## config.mk

```make
export PLATFORM = sky130hd
export DESIGN_NAME = gate_bist
export DESIGN_NICKNAME = d
export VERILOG_FILES = /design/src/rtl/gate_bist_pkg.sv /design/src/rtl/bist_settle_counter.sv /design/src/rtl/gate_bist.sv
export SDC_FILE = /design/constraint.sdc
export NUM_CORES = 1
export LEC_CHECK = 0
export BUFFER_PORTS_ARGS = -buffer_cell sky130_fd_sc_hd__buf_2
export CORE_MARGIN = 5
export CORE_UTILIZATION = 45
export DETAILED_ROUTE_END_ITERATION = 7
export PLACE_DENSITY = 0.68
export RECOVER_POWER = 25
export SETUP_SLACK_MARGIN = 0.4
export SYNTH_ARGS = -nofsm -noshare
export SYNTH_HDL_FRONTEND = slang
export SYNTH_SLANG_ARGS = --single-unit
export TNS_END_PERCENT = 20
```

## constraint.sdc

```tcl
create_clock -name clk -period 2.8 [get_ports clk]
set_input_delay 0.14 -clock clk [delete_from_list [all_inputs] [get_ports clk]]
set_output_delay 0.14 -clock clk [all_outputs]
set_load 0.05 [all_outputs]
```

## src/rtl/gate_bist_pkg.sv

```systemverilog
// Shared types and reference truth tables for the gate BIST controller.
package gate_bist_pkg;

  typedef enum logic [1:0] {
    ST_IDLE   = 2'd0,
    ST_SETTLE = 2'd1,
    ST_SAMPLE = 2'd2,
    ST_DONE   = 2'd3
  } state_t;

  // Bit k is the expected output for input vector k (a = MSB, b = LSB).
  localparam logic [3:0] OR_TT   = 4'b1110;
  localparam logic [3:0] AND_TT  = 4'b1000;
  localparam logic [3:0] XOR_TT  = 4'b0110;
  localparam logic [3:0] NAND_TT = 4'b0111;
  localparam logic [3:0] NOR_TT  = 4'b0001;

endpackage

```

## src/rtl/bist_settle_counter.sv

```systemverilog
// Loadable settle down-counter; zero flags the final wait cycle of a vector dwell.
module bist_settle_counter #(
  parameter int SETTLE = 2
) (
  input  logic clk,
  input  logic rst_n,
  input  logic load,
  input  logic dec,
  output logic zero
);

  localparam int W = (SETTLE > 1) ? $clog2(SETTLE) : 1;

  logic [W-1:0] count;

  always_ff @(posedge clk) begin
    if (!rst_n) begin
      count <= '0;
    end else if (load) begin
      count <= W'(SETTLE - 1);
    end else if (dec && (count != '0)) begin
      count <= count - 1'b1;
    end
  end

  assign zero = (count == '0);

endmodule

```

## src/rtl/gate_bist.sv

```systemverilog
// Exhaustive-sweep BIST for a small combinational gate: drive, settle, sample,
// compare against TRUTH, and report error count and first failing vector.
module gate_bist
  import gate_bist_pkg::*;
#(
  parameter int                    N_IN   = 2,
  parameter logic [2**N_IN-1:0]    TRUTH  = OR_TT,
  parameter int                    SETTLE = 2
) (
  input  logic            clk,
  input  logic            rst_n,
  input  logic            start,
  output logic [N_IN-1:0] dut_in,
  input  logic            dut_out,
  output logic            busy,
  output logic            done,
  output logic            pass,
  output logic [N_IN:0]   err_count,
  output logic [N_IN-1:0] first_fail,
  output logic            first_fail_valid
);

  state_t          state, state_next;
  logic [N_IN-1:0] idx;
  logic            cnt_load, cnt_dec, cnt_zero;
  logic            mismatch, last;
  logic [N_IN:0]   err_next;

  bist_settle_counter #(.SETTLE(SETTLE)) u_settle (
    .clk   (clk),
    .rst_n (rst_n),
    .load  (cnt_load),
    .dec   (cnt_dec),
    .zero  (cnt_zero)
  );

  assign mismatch = (dut_out != TRUTH[idx]);
  assign last     = (idx == {N_IN{1'b1}});
  assign err_next = err_count + (N_IN+1)'(mismatch);

  always_ff @(posedge clk) begin
    if (!rst_n) state <= ST_IDLE;
    else        state <= state_next;
  end

  always_comb begin
    state_next = state;
    cnt_load   = 1'b0;
    cnt_dec    = 1'b0;
    unique case (state)
      ST_IDLE, ST_DONE: begin
        if (start) begin
          state_next = ST_SETTLE;
          cnt_load   = 1'b1;
        end
      end
      ST_SETTLE: begin
        cnt_dec = 1'b1;
        if (cnt_zero) state_next = ST_SAMPLE;
      end
      ST_SAMPLE: begin
        if (last) begin
          state_next = ST_DONE;
        end else begin
          state_next = ST_SETTLE;
          cnt_load   = 1'b1;
        end
      end
      default: state_next = ST_IDLE;
    endcase
  end

  // pass is computed from err_next so it reflects the last vector's result.
  always_ff @(posedge clk) begin
    if (!rst_n) begin
      idx              <= '0;
      err_count        <= '0;
      first_fail       <= '0;
      first_fail_valid <= 1'b0;
      pass             <= 1'b0;
    end else begin
      unique case (state)
        ST_IDLE, ST_DONE: begin
          if (start) begin
            idx              <= '0;
            err_count        <= '0;
            first_fail       <= '0;
            first_fail_valid <= 1'b0;
            pass             <= 1'b0;
          end
        end
        ST_SAMPLE: begin
          err_count <= err_next;
          if (mismatch && !first_fail_valid) begin
            first_fail       <= idx;
            first_fail_valid <= 1'b1;
          end
          if (last) begin
            idx  <= '0;
            pass <= (err_next == '0);
          end else begin
            idx <= idx + 1'b1;
          end
        end
        default: ;
      endcase
    end
  end

  assign dut_in = idx;
  assign busy   = (state == ST_SETTLE) || (state == ST_SAMPLE);
  assign done   = (state == ST_DONE);

endmodule

```

# After elaboration in Yosys (flattened, before gate mapping)
# Cells that the tools add are included.
[totals] ff_bits=12 input_bits=4 elab_cells=57
[op_classes] reduce_logical=13 muxes=24 addsub=3 n_eq_ne=9 order_cmp=1
[ops] op="2-bit 2-to-1 mux" count=6
[ops] op="1-bit 2-to-1 mux" count=9
[ops] op="2-bit != test (second input constant)" count=4
[ops] op="2-bit one-hot mux with 2 select lines" count=2
[ops] op="2-bit equality test (second input constant)" count=3
[ops] op="1-bit one-hot mux with 2 select lines" count=3
[ops] op="2-bit one-hot mux with 3 select lines" count=1
[ops] op="3-bit one-hot mux with 2 select lines" count=1
[ops] op="3-bit AND reduction" count=2
[ops] op="2-bit AND reduction" count=2
[ops] op="2-bit nonzero test" count=2
[ops] op="3-bit by 1-bit adder with 3-bit output" count=1
[ops] op="3-bit logical NOT" count=1
[ops] op="2-bit by 3-bit less-than comparator with 1-bit output (second input constant)" count=1
[ops] op="3-bit 2-to-1 mux" count=1
[ops] op="2-bit by 1-bit adder with 2-bit output (second input constant)" count=1
[ops] op="1-bit binary-select mux with 2-bit select" count=1
[ops] op="2-bit by 1-bit equality test with 1-bit output (second input constant)" count=1
[ops] op="1-bit logical AND" count=2
[ops] op="2-bit logical NOT" count=1
[ops] op="2-bit OR reduction" count=1
[ops] op="1-bit logical NOT" count=1
[ops] op="1-bit logical OR" count=1
[ops] op="1-bit != test" count=1
[ops] op="1-bit subtractor (second input constant)" count=1

# Longest topological paths before layout
[logic_depth] word_depth=7 depth_mapped=8

# Cells and area by module
# From an unflattened synthesis, not the netlist that was laid out.
[unflattened] hier_cells=76 hier_area_um2=676.9
[modules_own_cells] mod="gate_bist" cells_each=72 area_per_inst_um2=639.4 seq_area_each_um2=220.2 instances=1
[modules_own_cells] mod="bist_settle_counter" cells_each=4 area_per_inst_um2=37.5 seq_area_each_um2=20.0 instances=1

# Worst setup path after synthesis
# OpenSTA, ideal clock, no wires.
[synth_timing] path_type="register to register" startpoint="reg idx[0], in the netlist dut_in[0]" endpoint="reg pass" n_path_buf=0 t_arrival_ns=2.268 stages_incl_launch_ff=9 setup_time_ns=0.069 synth_period_minus_slack_ns=2.337 slack_ns=0.463 required_ns=2.731 cell_sequence="dfxtp_1 > inv_1 > ha_1 > xnor2_1 > ha_1 > ha_1 > and2b_1 > or4b_1 > o21ai_1"
[synth_between] elab_chain_cells=7 word_cells_on_any_way=10 classes_between="1 x add/sub; 3 x eq/ne; 4 x mux; 2 x reduce/logical"
[synth_rtl] item="start, declared" line_no="gate_bist.sv:24" text="logic [N_IN-1:0] idx;"
[synth_rtl] item="start signal, assigned" line_no="gate_bist.sv:102" text="idx <= idx + 1'b1;"
[synth_rtl] item="1-bit binary-select mux with 2-bit select" line_no="gate_bist.sv:37" text="assign mismatch = (dut_out != TRUTH[idx]);"
[synth_rtl] item="1-bit 2-to-1 mux (implied by the code)" line_no="gate_bist.sv:37"
[synth_rtl] item="1-bit != test" line_no="gate_bist.sv:37"
[synth_rtl] item="3-bit by 1-bit adder with 3-bit output" line_no="gate_bist.sv:39" text="assign err_next = err_count + (N_IN+1)'(mismatch);"
[synth_rtl] item="3-bit logical NOT" line_no="gate_bist.sv:100" text="pass <= (err_next == '0);"
[synth_rtl] item="1-bit 2-to-1 mux" line_no="gate_bist.sv:98" text="if (last) begin"
[synth_rtl] item="1-bit one-hot mux with 2 select lines" line_no="gate_bist.sv:82" text="unique case (state)"
[synth_rtl] item="end signal, assigned" line_no="gate_bist.sv:100"
[synth_rtl] item="end, declared" line_no="gate_bist.sv:17" text="output logic pass,"
# Parallel ways exist; a longest one is shown, timed or not. The select of a mux whose other input is x is not followed.
# A chain may end at the register's enable or synchronous reset.

# Worst setup path after layout
# Ends and elaborated chain as after synthesis.

==> flow_summary.yaml <==
finish:
  area_delta_synth_final_pct: 12.5
  seq_area_um2: 240
  nFillCells: 162
  n_antenna_cell: 0
  drive_above_1_share_pct: 17.8
  fin_nets: 104
  final_cell_mix: "12 x dfxtp_1, 9 x buf_2, 8 x ha_1"
  multi_input_area_um2: 433
  final_common_cell: "dfxtp_1"
sta:
  slew_headroom_pct: 60.0
  setup_violations: 0
  hold_viol_final: 0
  rsz0062_at_grt: "no"
  hold_ws_ns: 0.260
  final.min_clock_period_ns: 2.11
  finalClockSkew_ns: 0.00615
  fmax_mhz: 475
  timing.final.crit_share_pct: 75.2
  finalSetupTns_ns: 0
  tightest_slew_ns: 0.602
  setup_slack_ns: 0.695
  slew_viol_final: 0
routing:
  first_pass_iters: 4
  vias: 572
  drt_iter0_markers: 6
  post_drt_via_cell_ratio: 5.40
  antenna_left: 0
  wirelength_um: 1380
  drc: 0
  post_drt_wl_per_cell_um: 13.0
pwr:
  intPower_uw: 262
  peakVddDrop_v: 0.000248
  p_comb_share_pct: 25.1
  sequentialPowerShare_pct: 48.6
  sw_frac_of_total_pct: 31.3
  p_per_area_mw_per_mm2: 478
  p_leak_nw: 0.347
  power.switching_uw: 120
  fin_total_pwr_uw: 382
  clockPowerShare_pct: 26.3
logic_synthesis:
  syn_nets: 89
  yosysSeqAreaShare_pct: 33.9
  mappedNetlistArea_um2: 709
  synth_cell_types: 28
  synth_cells: 77
  synth_seq_cells: 12
  yosys_warnings: 0
  avgSynthCellArea_um2: 9.21
place:
  place.gp.congestion: 0.786
  portBuffers: 14
  dpl_worst_slack_ns: 0.694
  hpwl_um: 1060
clock_tree:
  cts.path.max_buffers: 2
  root_buffer: "clkbuf_4"
  path_clk_slew_ns: 0.07
  cts_sinks: 12
  cts_hold_buf: 0
  cts_tree: "built"
  clk_latency_ns: 0.27
  cts.htree.levels: 1
  post_cts.repair.setup_buffers: 0
  cts_buffers: 3
  cts_resized: 0
job:
  maxCapViolCount: 0
grt:
  grtUsageTotal_pct: 11.6
  grt_max_degree: 18
  grt_pass1_wl_um: 2240
  first_global_vias: 532
  globalRouteOverflowTotal: 0
  antenna_found_initial: 0
floorplan:
  core_mm2: 0.00151
  initial_core_util_pct: 47.1
  pin_count: 15
  die-height_um: 49.7
  rows: 14
  die_w_um: 49.7
  fp.dieArea_mm2: 0.00247
setup_path:
  worst-setup-path-type: "flip-flop to flip-flop"
  startpoint_type: "flip-flop"
  cp_data_required_time_ns: 3.00
  crit_fanout: 6
  cp_data_arrival_time_ns: 2.31
  crit_path_cell_trace: "inv_1 -> ha_1 -> xnor2_1 -> ha_1 -> ha_1 -> and2b_1 -> or4b_1 -> o21ai_1"
  end_kind: "flip-flop"
  cpMostUsedCell: "ha_1"
  worst_path_largest_cell_delay_ns: 0.46
  slowest_stage: "or4b_1"
run_status:
  status: "finished, final reports clean"
worst_hold_path:
  hold_class: "input port to flip-flop"
-- area by class of cell --
class,count,share of cell area [%]
Sequential cell,12,30.1
Timing Repair Buffer,14,7.99
Tap cell,16,2.51
Multi-Input combinational cell,56,54.2
Clock buffer,3,2.82
Inverter,5,2.35
-- power groups by stage --
| stage | sequential [mW] | clock, mW | combinational, mW |
|---|---|---|---|
| final | 0.186 | 0.100 | 0.0958 |
| after global routing | 0.187 | 0.115 | 0.105 |
| after CTS | 0.186 | 0.106 | 0.0959 |
| after detailed placement | 0.190 | 0 | 0.0955 |
| after global placement | 0.189 | 0 | 0.0952 |
| after floorplan | 0.191 | 0 | 0.0746 |
-- stage by stage --
step / instance area (um^2) / cells / util [%]
6_report: 798 / 106 / 53.0
5_1_grt: 798 / 106 / 53.0
4_1_cts: 805 / 106 / 53.4
3_5_place_dp: 782 / 103 / 51.9
3_3_place_gp: 782 / 103 / 51.9
2_1_floorplan: 709 / 77 / -
-- critical path, delay by kind of cell, from the launching register on --
| kind | cells | cell delay, ns |
|---|---|---|
| DFF | 1 | 0.41 |
| buffers and inverters | 1 | 0.06 |
| and+or+nand+nor | 2 | 0.64 |
| xor gates and xnor gates | 1 | 0.26 |
| AOI/OAI and AO/OA | 1 | 0.12 |
| adders and majority gates | 3 | 0.55 |
-- metal layers --
layer  routed length (um)  GRT usage, %  vias to the layer above
met1                  677          14.0                      262
li1                     -             -                      302
met5                    0             0                        -
met4                    0          3.93                        0
met2                  638          17.8                        8
met3                   63          5.42                        0
-- flip-flops by register name, indices dropped and copies added, names as in the netlist --
name              count
err_count             3
first_fail_valid      1
first_fail            2
dut_in                2
state                 2
pass                  1
u_settle.count        1
-- Yosys cell counts (all sizes together) --
| library cell | number | share of area [%] |
|---|---|---|
| a21boi | 2 | 2.1 |
| clkbuf | 2 | 1.1 |
| nor2b | 7 | 7.2 |
| o21bai | 1 | 1.1 |
| nand3b | 1 | 1.1 |
| and2 | 1 | 1.1 |
| o21ai | 3 | 2.1 |
| or4b | 1 | 1.4 |
| nor2 | 1 | 0.53 |
| mux2i | 4 | 5.6 |
| dfxtp | 12 | 34 |
| nand2 | 7 | 3.7 |
| a21oi | 2 | 1.4 |
| nand4b | 1 | 1.2 |
| and2b | 2 | 2.5 |
| xnor2 | 1 | 1.2 |
| nand3 | 3 | 2.1 |
| nor4b | 1 | 1.2 |
| ha | 8 | 14 |
| nand2b | 3 | 2.6 |
| a31o | 1 | 1.2 |
| inv | 5 | 2.6 |
| buf | 2 | 1.4 |
| o311ai | 1 | 1.2 |
| a32oi | 5 | 6.2 |
-- path summary, 6_finish.rpt --
check | startpoint | to | slack (ns) | cells past startpoint
setup / recovery | dut_in[0] | pass | 0.69 | 8
hold / removal | rst_n | first_fail[1] | 0.26 | 3
hold reg to reg | first_fail[0] | first_fail[0] | 0.47 | 2
setup reg to reg | dut_in[0] | pass | 0.69 | 8
-- cells by family (layout without fill, tap and decap cells) --
group,count (synthesis),count (layout),synth area share [%]
AO/OA/AOI/OAI,15,15,15.3
buffers and inverters,9,22,5.12
AND/OR/NAND/NOR,28,28,24.7
flip-flops,12,12,33.9
adder cells (fa/ha/maj),8,8,14.1
multiplexers,4,4,5.64
XOR/XNOR,1,1,1.23
No activity file was read; power rests on OpenSTA's default activity.
